`config.mk`:
```
export PLATFORM = sky130hd
export DESIGN_NAME = irq_ctrl
export DESIGN_NICKNAME = d
export VERILOG_FILES = /design/src/rtl/irq_ctrl_pkg.sv /design/src/rtl/irq_sync_edge.sv /design/src/rtl/irq_ctrl.sv
export SDC_FILE = /design/constraint.sdc
export NUM_CORES = 1
export LEC_CHECK = 0
export BUFFER_PORTS_ARGS = -buffer_cell sky130_fd_sc_hd__buf_2
export CAP_MARGIN = 20
export CORE_UTILIZATION = 53
export DETAILED_ROUTE_END_ITERATION = 8
export PLACE_DENSITY = 0.85
export SLEW_MARGIN = 20
export SYNTH_ARGS = -nofsm -noshare
export SYNTH_HDL_FRONTEND = slang
export SYNTH_SLANG_ARGS = --single-unit
```
`constraint.sdc`:
```
create_clock -name clk -period 4.9 [get_ports clk]
set_input_delay 0.245 -clock clk [delete_from_list [all_inputs] [get_ports clk]]
set_output_delay 0.245 -clock clk [all_outputs]
set_load 0.005 [all_outputs]
```
`src/rtl/irq_ctrl_pkg.sv`:
```
// irq_ctrl_pkg: shared constants and types for the interrupt controller.
//   NUM_IRQ      - number of interrupt lines
//   OFF_*        - register offsets from BASE_ADDR
//   irq_state_t  - request/acknowledge sequencer states
//   prio_id()    - fixed-priority encoder, lowest index wins
package irq_ctrl_pkg;

  localparam int NUM_IRQ = 4;

  localparam logic [2:0] OFF_MASK = 3'd0;
  localparam logic [2:0] OFF_PEND = 3'd1;
  localparam logic [2:0] OFF_EDGE = 3'd2;
  localparam logic [2:0] OFF_STAT = 3'd3;
  localparam logic [2:0] OFF_VBLO = 3'd4;
  localparam logic [2:0] OFF_VBHI = 3'd5;

  typedef enum logic [1:0] {
    IDLE = 2'd0,
    REQ  = 2'd1,
    ACK  = 2'd2
  } irq_state_t;

  function automatic logic [1:0] prio_id(input logic [NUM_IRQ-1:0] c);
    logic [1:0] r;
    r = '0;
    // Walk downward so the lowest set index is the last assignment.
    for (int i = NUM_IRQ - 1; i >= 0; i--)
      if (c[i]) r = 2'(i);
    return r;
  endfunction

endpackage

```
`src/rtl/irq_sync_edge.sv`:
```
// irq_sync_edge: 2-flop synchronizer for one asynchronous interrupt line,
// plus rising-edge detect on the synchronized level.
//   clk, reset (async, active low)
//   d      - raw asynchronous input
//   level  - synchronized level
//   rise   - one-cycle pulse in the cycle level first reads 1
module irq_sync_edge (
  input  logic clk,
  input  logic reset,
  input  logic d,
  output logic level,
  output logic rise
);

  logic s1_q, s2_q, prev_q;

  always_ff @(posedge clk or negedge reset) begin
    if (!reset) begin
      s1_q   <= 1'b0;
      s2_q   <= 1'b0;
      prev_q <= 1'b0;
    end else begin
      s1_q   <= d;
      s2_q   <= s1_q;
      prev_q <= s2_q;
    end
  end

  assign level = s2_q;
  assign rise  = s2_q & ~prev_q;

endmodule

```
`src/rtl/irq_ctrl.sv`:
```
// irq_ctrl: four-line interrupt controller.
// Synchronizes irq_in, latches pending bits, picks the lowest enabled
// pending line, presents irq_req + irq_vector to the CPU and sequences
// the irq_ack / irq_clr handshake.
// Ports:
//   clk, reset (async, active low)
//   irq_in[3:0]     peripheral lines (async)
//   irq_clr[3:0]    one-cycle clear pulse to the serviced peripheral
//   bus_addr/wdata/we/re, bus_rdata (registered) - byte register file
//   irq_req, irq_vector, irq_ack - CPU handshake
// Registers at BASE_ADDR+: 0 MASK, 1 PEND (W1C), 2 EDGE, 3 STAT,
// 4/5 VBASE_LO/HI when IRQ_CTRL_VBASE_EN is defined (otherwise read 0).
module irq_ctrl
  import irq_ctrl_pkg::*;
#(
  parameter logic [15:0] BASE_ADDR        = 16'h1010,
  parameter logic [15:0] VEC_BASE_DEFAULT = 16'h0008,
  parameter int unsigned VEC_STRIDE       = 4
) (
  input  logic               clk,
  input  logic               reset,
  input  logic [NUM_IRQ-1:0] irq_in,
  output logic [NUM_IRQ-1:0] irq_clr,
  input  logic [15:0]        bus_addr,
  input  logic [7:0]         bus_wdata,
  input  logic               bus_we,
  input  logic               bus_re,
  output logic [7:0]         bus_rdata,
  output logic               irq_req,
  output logic [15:0]        irq_vector,
  input  logic               irq_ack
);

  localparam int unsigned STRIDE_SH = $clog2(VEC_STRIDE);

  logic [NUM_IRQ-1:0] lvl, rise, set, cand, w1c, clr_ack, pend_d, mask_d;
  logic [NUM_IRQ-1:0] mask_q, pend_q, edge_q;
  irq_state_t         state_q, state_d;
  logic [1:0]         id_q, id_d;
  logic [15:0]        vec_q, vec_d, vbase, off;
  logic               hit, wr;
  logic [7:0]         rd_val, rdata_q;
  logic               unused_wdata;

  for (genvar g = 0; g < NUM_IRQ; g++) begin : g_sync
    irq_sync_edge u_sync (
      .clk   (clk),
      .reset (reset),
      .d     (irq_in[g]),
      .level (lvl[g]),
      .rise  (rise[g])
    );
  end

  // Wrapping subtract: anything below BASE_ADDR lands far above 5.
  assign off = bus_addr - BASE_ADDR;
  assign hit = off < 16'd6;
  assign wr  = bus_we & hit;

  assign set     = (edge_q & rise) | (~edge_q & lvl);
  assign clr_ack = (state_q == ACK) ? NUM_IRQ'(1 << id_q) : '0;
  assign w1c     = (wr && off[2:0] == OFF_PEND) ? bus_wdata[NUM_IRQ-1:0] : '0;
  // Hardware set takes precedence over any clear in the same cycle.
  assign pend_d  = (pend_q & ~(w1c | clr_ack)) | set;
  assign mask_d  = (wr && off[2:0] == OFF_MASK) ? bus_wdata[NUM_IRQ-1:0] : mask_q;
  assign cand    = pend_q & mask_q;

  assign unused_wdata = ^bus_wdata[7:NUM_IRQ];

`ifdef IRQ_CTRL_VBASE_EN
  logic [15:0] vbase_q;
  always_ff @(posedge clk or negedge reset) begin
    if (!reset) vbase_q <= VEC_BASE_DEFAULT;
    else if (wr && off[2:0] == OFF_VBLO) vbase_q[7:0]  <= bus_wdata;
    else if (wr && off[2:0] == OFF_VBHI) vbase_q[15:8] <= bus_wdata;
  end
  assign vbase = vbase_q;
`else
  assign vbase = VEC_BASE_DEFAULT;
`endif

  always_comb begin
    state_d = state_q;
    id_d    = id_q;
    vec_d   = vec_q;
    unique case (state_q)
      IDLE: if (|cand) begin
        id_d    = prio_id(cand);
        vec_d   = vbase + ({14'd0, id_d} << STRIDE_SH);
        state_d = REQ;
      end
      // Ack beats a same-cycle software clear; otherwise a cleared
      // PEND/MASK bit (after hardware set wins) withdraws the request.
      REQ: if (irq_ack) state_d = ACK;
           else if (!(pend_d[id_q] & mask_d[id_q])) state_d = IDLE;
      ACK:     state_d = IDLE;
      default: state_d = IDLE;
    endcase
  end

  always_comb begin
    rd_val = '0;
    case (off[2:0])
      OFF_MASK: rd_val = 8'(mask_q);
      OFF_PEND: rd_val = 8'(pend_q);
      OFF_EDGE: rd_val = 8'(edge_q);
      OFF_STAT: rd_val = {irq_req, 5'd0, id_q};
`ifdef IRQ_CTRL_VBASE_EN
      OFF_VBLO: rd_val = vbase_q[7:0];
      OFF_VBHI: rd_val = vbase_q[15:8];
`endif
      default:  rd_val = '0;
    endcase
  end

  always_ff @(posedge clk or negedge reset) begin
    if (!reset) begin
      state_q <= IDLE;
      id_q    <= '0;
      vec_q   <= VEC_BASE_DEFAULT;
      mask_q  <= '0;
      pend_q  <= '0;
      edge_q  <= '0;
      rdata_q <= '0;
    end else begin
      state_q <= state_d;
      id_q    <= id_d;
      vec_q   <= vec_d;
      mask_q  <= mask_d;
      pend_q  <= pend_d;
      if (wr && off[2:0] == OFF_EDGE) edge_q <= bus_wdata[NUM_IRQ-1:0];
      if (bus_re) rdata_q <= hit ? rd_val : 8'h00;
    end
  end

  assign irq_req    = (state_q == REQ);
  assign irq_clr    = clr_ack;
  assign irq_vector = vec_q;
  assign bus_rdata  = rdata_q;

endmodule
```
==> impl_results.md, run 1 <==
* Status: complete, no violations
* Synth cell types at 45
* Clk root buf: clkbuf_4
* Hold_sp: irq_ack
* Vias at ~1300
* Wire per inst at between 10 and 15 um
* Final period util at 0.383
* Post-synth EDFFs at 0
* Crit-path max FO at 5
* FF-to-FF Start: mask_q[1]$_DFF_PN0_
* Cell count after placement at between 200 and 250
* Final #Nets at about 240
* Die Wd at between 50 and 60 um
* Peak supply drop at between 0.15 and 0.2 mV
* Synthesized area at 1700 um^2
* Antenna violations before repair at 0
* Pleak at ~1.0 nW
* N_diodes at 0
* Yosys warnings at 0
* Least-Margin Pin Slew at just over 700 ps
* Initial Utilization at 0.558
* Die H at 58.7 um
* Primary FF master, synth: dfrtp_1
* Area growth, synth to finish at 19.2%
* Global-route wire length before repair at 5230 um
* Post-CTS Setup Repair Bufs at 0
* Drt total wl at around 3100 um
* Pwr Density at ~300 nW/um^2
* Cell Chain, Critical Path: a22o_2 -> o21ai_0 -> or2b_1 -> a311oi_1 -> a221oi_1
* Detail Route Antenna Nets at 0
* Multiplexer share of the synthesized area at 0.0954
* Simple-Gate Fraction of Synth Area at 0.181
* Setup crit end kind: flip-flop
* Synth Register Bits at 34
* Total I/O pin count at 62
* Critical path arrival at ~2100 ps
* Complex-gate fraction of the synthesized area at 0.109
* Hold Violations, Final at 0
* Fraction of synthesized cell area in xor and xnor cells at 0
* Vias in the first global route at between 1000 and 1500
* Die area at around 3400 um^2
* DRC viols at 0
* Final Core Density at 0.665
* MaxCap Viol Count at 0
* Setup Skew at 6.66 ps
* Total global routing overflow at 0
* Core ar. at about 3000 um^2
* Critical path type: reg2reg
* H-tree depth at 2
* CTS Buf Count at 5
* Crit path largest cell delay at roughly 440 ps
* Min-delay worst type: in2reg
* Port bufs at 41
* Post-synthesis async set-or-reset flop share at 1.00
* Mapped Cells at 157
* Clk_lat worst skew at approximately 340 ps
* Commonest non-fill, non-tap cells in the layout: buf_2, dfrtp_1, nand2_1
* RSZ-0062 raised after global routing: false
* WP data required at around 5100 ps
* Worst Setup SP: mask_q[1]$_DFF_PN0_
* Worst rel slew slack at 0.521
* Register area share after synthesis at 0.500
* Routability-driven placement congestion ratio at just over 0.9
* Slowest CP cell: o21ai_0
* Fin cells at 250
* Avg Inst Size Synth at 10.9 um^2
* Setup total negative slack at 0 ps
* Tot Pwr at a little under 600 uW
* Via density per instance at a little over 5
* Synth Area in Adders at 0
* Crit path launch type: flip-flop
* CTS Buffer Depth at 2
* Clk slew on worst S/H paths at roughly 100 ps
* First DRT Iteration DRCs at 49
* Clk sinks at 34
* Placement row count at 20
* Layout cells sized above 1 at 0.320
* Final setup vio count at 0
* Main combinational cell family by area after synthesis: simple AND/OR/NAND/NOR gates
* Commonest non-fill, non-tap cell in the layout: buf_2
* DP HPWL at 2410 um
* Min cycle time layout at approximately 1900 ps
* Post_cts resized at 0
* Total GRT Usage at 0.211
* TritonRoute pass-1 iters at 4
* TritonCTS clock tree: done
* Fmax achieved at roughly 530 MHz
* Slew Limit Fails at 0
* Largest net degree at the start of global routing at 35
==> layout make-up <==
type	count	area [um^2]
Inverter	11	41.3
Tap cell	44	55.1
Clock buffer	6	51.3
Timing Repair Buffer	46	255
Sequential cell	34	852
Multi-Input combinational cell	107	716
Fill cell	257	1020
Clock inverter	2	60.1
==> Yosys cell counts, types with 3 or more instances <==
cell type,count,share of area
dfrtp_1,33,0.48
nand3_1,6,0.018
mux2_2,6,0.040
a31oi_1,4,0.015
nor3_1,4,0.012
inv_1,11,0.024
a21oi_1,4,0.012
o21ai_0,7,0.021
nor4b_1,3,0.015
nand2_1,18,0.040
buf_4,16,0.070
o21a_1,3,0.013
==> critical path: cells and delay by family, from the launching register on <==
family,cells,cell delay (ps)
simple gates,1,280
flops,1,420
compound gates,4,1050
==> registers in the layout, indices dropped and copies added (netlist names) <==
register and cells:
bus_rdata 5, edge_q 4, g_sync.u_sync.level 4, g_sync.u_sync.prev_q 4
g_sync.u_sync.s1_q 4, mask_q 4, pend_q 4, id_q 2
state_q 2, irq_vector 1
==> final timing paths <==
check,cells after the start,endpoint,slack [ps]
setup / recovery,5,state_q[0]$_DFFE_PN0P_,3020
hold / removal,2,state_q[1]$_DFFE_PN0P_,130
setup reg to reg,5,state_q[0]$_DFFE_PN0P_,3020
hold reg to reg,0,g_sync[0].u_sync.level$_DFF_PN0_,360
max in group asynchronous,2,g_sync[3].u_sync.level$_DFF_PN0_,3960
min in group asynchronous,2,bus_rdata[2]$_DFFE_PN0P_,480
==> report_power, final <==
part | total [mW] | switching, mW | internal (mW)
Combinational | 0.0384 | 0.0219 | 0.0165
Sequential | 0.288 | 0.00232 | 0.286
Clock | 0.266 | 0.0932 | 0.173
Total | 0.593 | 0.117 | 0.475
==> routing by layer <==
layer / global-route usage / vias up / wire length [um]
met1: 0.263 / 602 / 1360
met4: 0.126 / 0 / 63
met2: 0.337 / 48 / 1550
li1: - / 615 / -
met5: 0 / - / 0
met3: 0.0505 / 8 / 175
==> stage by stage <==
step | setup WS [ps] | cell area (um^2) | hold slack [ps]
6_report | 3020 | 2030 | 127
5_1_grt | 2800 | 2030 | 121
4_1_cts | 3030 | 2020 | 0.973
3_5_place_dp | 2830 | 1870 | 337
3_3_place_gp | 2850 | 1870 | 331
2_1_floorplan | 3250 | 1760 | -50.6
==> cell families (layout without fill, tap and decap cells) <==
| kind of cell | after synthesis | after routing |
|---|---|---|
| other | 1 | 16 |
| multiplexers | 12 | 12 |
| buffers and inverters | 31 | 65 |
| flip-flops | 34 | 34 |
| AND/OR/NAND/NOR | 51 | 51 |
| AO/OA/AOI/OAI | 28 | 28 |
==> timing repair <==
item                                    in CTS  in global routing
endpoints found under the setup margin       0                  0
endpoints found under the hold margin       36                  1
hold buffers                                 4                  1
No activity file was read; power rests on OpenSTA's default activity.
==> run 2: changes to the inputs <==
- CORE_UTILIZATION: 53 -> 49
- PLACE_DENSITY: 0.85 -> 0.79
- clock period: 4.9 -> 1.9 ns (I/O delays scaled with it)
==> run 2 against run 1 <==
Power increased by 100%. Fmax increased by 11%. Die area increased by 7.9%. Critical endpoint unchanged. Largest cell class unchanged.
==> impl_results.md, run 2 (same netlist as run 1, synthesis figures left out) <==
* Crit-path max FO at 9
* Final setup vio count at 0
* First DRT Iteration DRCs at 57
* Layout cells sized above 1 at 0.324
* Setup Skew at ~6.3 ps
* Clk_lat worst skew at between 300 and 400 ps
* Hold_sp: bus_re
* Status: complete, no violations
* Pre-CTS WS at 210 ps
* DP HPWL at approximately 2400 um
* Clk slew on worst S/H paths at ~100 ps
* Fill count at between 300 and 400
* Least-Margin Pin Slew at roughly 740 ps
* Final period util at 0.892
* Sequential Power Share at 0.616
* Clk sinks at 34
* Final #Nets at around 250
* H-tree depth at 2
* Crit path largest cell delay at ~470 ps
* N_diodes at 0
* # hold bufs at CTS at 9
* Slowest CP cell: dfrtp_1
* Core ar. at roughly 3300 um^2
* Setup total negative slack at 0 ps
* Initial Utilization at 0.511
* Multi-input logic area at between 700 and 800 um^2
* Clock group share of total power at 0.294
* Largest net degree at the start of global routing at 35
* Critical path type: reg2reg
* Pwr Density at around 590 nW/um^2
* Peak supply drop at 0.423 mV
* Total I/O pin count at 62
* P_sw at roughly 290 uW
* MaxCap Viol Count at 0
* CTS Buffer Depth at 2
* Internal power at ~920 uW
* Crit-path most repeated cell: a31oi_1
* Net Sw Frac at 0.238
* Comb power frac at 0.090
* Drt total wl at between 3000 and 4000 um
* Post_cts resized at 0
* Min cycle time layout at around 1700 ps
* Pleak at 1.05 nW
* Fmax achieved at roughly 600 MHz
* Total GRT Usage at 0.195
* Setup crit end kind: flip-flop
* Slew Limit Fails at 0
* Sequential cell area at 852 um^2
* Clk root buf: clkbuf_4
* TritonRoute pass-1 iters at 4
* TritonCTS clock tree: done
* Critical path arrival at between 1500 and 2000 ps
* RSZ-0062 raised after global routing: false
* DRC viols at 0
* FF-to-FF Start: id_q[0]$_DFFE_PN0P_
* Die Wd at roughly 61 um
* Crit path launch type: flip-flop
* Total global routing overflow at 0
* Worst rel slew slack at 0.506
* Global-route wire length before repair at slightly above 5000 um
* Commonest non-fill, non-tap cells in the layout: buf_2, dfrtp_1, nand2_1
* Port bufs at between 40 and 50
* Die H at around 61 um
* Worst Setup SP: id_q[0]$_DFFE_PN0P_
* Commonest non-fill, non-tap cell in the layout: buf_2
* Area growth, synth to finish at 19.7%
* Placement row count at 21
* Vias in the first global route at about 1200
* Min-delay worst type: in2reg
* CTS Buf Count at 5
* Wire per inst at 12.3 um
* Routability-driven placement congestion ratio at just over 1
* WP data required at about 2100 ps
* Hold Violations, Final at 0
* Detail Route Antenna Nets at 0
* Final setup margin at 205 ps
* Die area at 3720 um^2
* Max reg flops at 5
* Antenna violations before repair at 0
* Cell Chain, Critical Path: inv_1 -> and3_1 -> o21a_1 -> a31oi_1 -> a31oi_1 -> a221oi_1
* Via density per instance at slightly below 5
* Vias at around 1300
* Post-CTS Setup Repair Bufs at 0
run 2: final timing paths:
kind / end / slack, ps / cells past startpoint
min: bus_rdata[3]$_DFFE_PN0P_ / 50 / 2
min in group asynchronous: bus_rdata[3]$_DFFE_PN0P_ / 360 / 2
max reg2reg: state_q[0]$_DFFE_PN0P_ / 210 / 6
min reg2reg: g_sync[0].u_sync.level$_DFF_PN0_ / 360 / 0
max in group asynchronous: mask_q[0]$_DFF_PN0_ / 1060 / 2
max: state_q[0]$_DFFE_PN0P_ / 210 / 6
run 2: stage by stage:
stage                      util  cells  power [mW]  hold slack (ps)  instance area [um^2]
after global placement    0.570    243       0.848              190                  1900
after floorplan               -    172       0.820             -201                  1760
after detailed placement  0.570    243       0.851              193                  1900
after global routing      0.611    259        1.27             27.7                  2040
final                     0.611    259        1.21             53.5                  2040
after CTS                 0.611    259        1.22             33.6                  2040
run 2: final cells by class:
cell class	instances	area share
inverters	11	0.0202
well taps	46	0.0282
multi-input cells	107	0.351
repair buffers	54	0.160
clock inverters	2	0.00491
flip-flops and latches	34	0.418
clock buffers	5	0.0184
run 2: critical path, delay by kind of cell (launching register included):
| family | cells | cell delay [ps] |
|---|---|---|
| DFF | 1 | 470 |
| buffers and inverters | 1 | 120 |
| and+or+nand+nor | 1 | 210 |
| AOI/OAI and AO/OA | 4 | 800 |
run 2: power groups by stage:
| stage | registers (mW) | clock network (mW) | logic, mW |
|---|---|---|---|
| 2_1_floorplan | 0.755 | 0 | 0.0652 |
| 3_3_place_gp | 0.756 | 0 | 0.0917 |
| 3_5_place_dp | 0.757 | 0 | 0.0936 |
| 4_1_cts | 0.743 | 0.371 | 0.108 |
| 5_1_grt | 0.744 | 0.401 | 0.124 |
| 6_report | 0.743 | 0.355 | 0.108 |
run 2: metal layers:
metal | vias to the layer above | wire [um] | GRT usage
li1 | 624 | - | -
met1 | 597 | 1450 | 0.257
met2 | 43 | 1560 | 0.319
met3 | 8 | 121 | 0.0448
met4 | 0 | 54 | 0.0649
met5 | - | 0 | 0
==> run 3: changes to the inputs <==
- GPL_TIMING_DRIVEN: not set -> 0
==> run 3 against run 2 <==
Power increased by 1.3%. Combinational power grew 20%. Non-clock buffer count is 12 higher. Register-to-register slack got worse by 70 ps. Clock skew decreased by 4.2 ps.
==> impl_results.md, run 3 (same netlist as run 1, synthesis figures left out) <==
* Layout cells sized above 1 at 0.360
* Vias in the first global route at between 1000 and 1500
* Clk slew on worst S/H paths at around 90 ps
* Tot Pwr at between 1 and 1.5 mW
* Wire per inst at around 12 um
* Detail Route Antenna Nets at 0
* CTS Buf Count at 5
* Cell Chain, Critical Path: inv_1 -> and3_1 -> o21a_1 -> a31oi_1 -> a31oi_1 -> a221oi_1
* Total global routing overflow at 0
* Status: complete, no violations
* Fill count at 291
* Via density per instance at just under 5
* Slew Limit Fails at 0
* Worst rel slew slack at 0.525
* RSZ-0062 raised after global routing: false
* Drt total wl at between 3000 and 4000 um
* Final period util at 0.928
* Fmax achieved at 567 MHz
* Initial Utilization at 0.511
* TritonRoute pass-1 iters at 6
* Crit path largest cell delay at around 490 ps
* Slowest CP cell: dfrtp_1
* Die H at 61.0 um
* Area growth, synth to finish at 25.3%
* Setup Skew at 2.16 ps
* DP HPWL at 2460 um
* WP data required at about 2100 ps
* Die Wd at 61.0 um
* Clk sinks at 34
* Pre-CTS WS at -62.2 ps
* Final #Nets at 258
* Total GRT Usage at 0.198
* Least-Margin Pin Slew at about 700 ps
* Placement Cell Area at 2010 um^2
* Largest net degree at the start of global routing at 35
* MaxCap Viol Count at 0
* Worst reg2reg endpoint: state_q[0]$_DFFE_PN0P_
* Min-delay worst type: in2reg
* Post-CTS Setup Repair Bufs at 0
* Crit-path most repeated cell: a31oi_1
* First DRT Iteration DRCs at 55
* Pleak at roughly 1.1 nW
* Commonest non-fill, non-tap cells in the layout: buf_2, dfrtp_1, nand2_1
* R2R Setup Slk at 140 ps
* H-tree depth at 2
* Crit path launch type: flip-flop
* Setup crit end kind: flip-flop
* Max reg flops at 5
* TritonCTS clock tree: done
* Total I/O pin count at 62
* Placement row count at 21
* Peak supply drop at a little over 0.4 mV
* Clk root buf: clkbuf_4
* N_diodes at 0
* Hold Violations, Final at 0
* Hold Path Stages at 2
* Hold endpoint: pend_q[2]$_DFF_PN0_
* Antenna violations before repair at 0
* Critical path arrival at a little under 2000 ps
* Min cycle time layout at between 1500 and 2000 ps
* Final setup vio count at 0
* Vias at 1327
* FF-to-FF Start: id_q[0]$_DFFE_PN0P_
* Clk_lat worst skew at 320 ps
* Crit-path max FO at 9
* Final setup margin at around 140 ps
* Critical path type: reg2reg
* Hold_sp: bus_wdata[2]
* Core ar. at approximately 3300 um^2
* Crit path max-delay family: compound AO/OA/AOI/OAI gates
* Worst r2r path cells at 6
* Routability-driven placement congestion ratio at around 0.94
* Global-route wire length before repair at about 5200 um
* Crit path buffers/inverters at 1
* Commonest non-fill, non-tap cell in the layout: buf_2
* Port bufs at 38
* Final Core Density at 0.640
* Die area at approximately 3700 um^2
* CTS Buffer Depth at 2
* Design Area, Final at between 2000 and 2500 um^2
* Final hold slack at approximately 35 ps
* Pwr Density at approximately 570 nW/um^2
* DRC viols at 0
[run 3: power breakdown]
| group | internal (mW) | switching (mW) | leakage [nW] |
|---|---|---|---|
| registers | 0.737 | 0.00562 | 0.423 |
| logic | 0.0683 | 0.0617 | 0.666 |
| clock network | 0.133 | 0.216 | 0.0308 |
[run 3: how the worst max path moves through the flow]
stage | startpoint | endpoint | slack (ps) | cells after the start
6_report | id_q[0]$_DFFE_PN0P_ | state_q[0]$_DFFE_PN0P_ | 140 | 6
4_1_cts | mask_q[1]$_DFF_PN0_ | state_q[0]$_DFFE_PN0P_ | 90 | 5
3_3_place_gp | bus_addr[5] | state_q[0]$_DFFE_PN0P_ | -70 | 7
5_1_grt | id_q[0]$_DFFE_PN0P_ | state_q[0]$_DFFE_PN0P_ | 30 | 6
2_1_floorplan | mask_q[1]$_DFF_PN0_ | state_q[0]$_DFFE_PN0P_ | 270 | 5
3_5_place_dp | bus_addr[5] | state_q[0]$_DFFE_PN0P_ | -60 | 7
[run 3: repair_timing]
item                                   4_1_cts  5_1_grt
endpoints found under the hold margin       40        0
setup endpoints to repair                    0        1
gates resized for setup                      0        1
hold buffers                                 8        0
[run 3: layout make-up]
| class | instances | area (um^2) | area share |
|---|---|---|---|
| Clock buffer | 5 | 37.5 | 0.0176 |
| Inverter | 11 | 41.3 | 0.0193 |
| Sequential cell | 34 | 852 | 0.399 |
| Timing Repair Buffer | 46 | 270 | 0.127 |
| Clock inverter | 2 | 10.0 | 0.00469 |
| Multi-Input combinational cell | 107 | 716 | 0.335 |
| Buffer | 20 | 151 | 0.0709 |
| Tap cell | 46 | 57.6 | 0.0269 |
[run 3: metrics by stage]
step / TNS (ps) / instances
final: 0 / 271
after CTS: 0 / 271
after global placement: -68.0 / 256
after floorplan: 0 / 172
after detailed placement: -62.2 / 256
after global routing: 0 / 271
[run 3: per-layer routing]
metal / GRT usage / up-vias / wire length, um
li1: - / 657 / -
met1: 0.252 / 621 / 1410
met2: 0.314 / 40 / 1580
met3: 0.0469 / 9 / 131
met4: 0.104 / 0 / 85
met5: 0 / - / 0
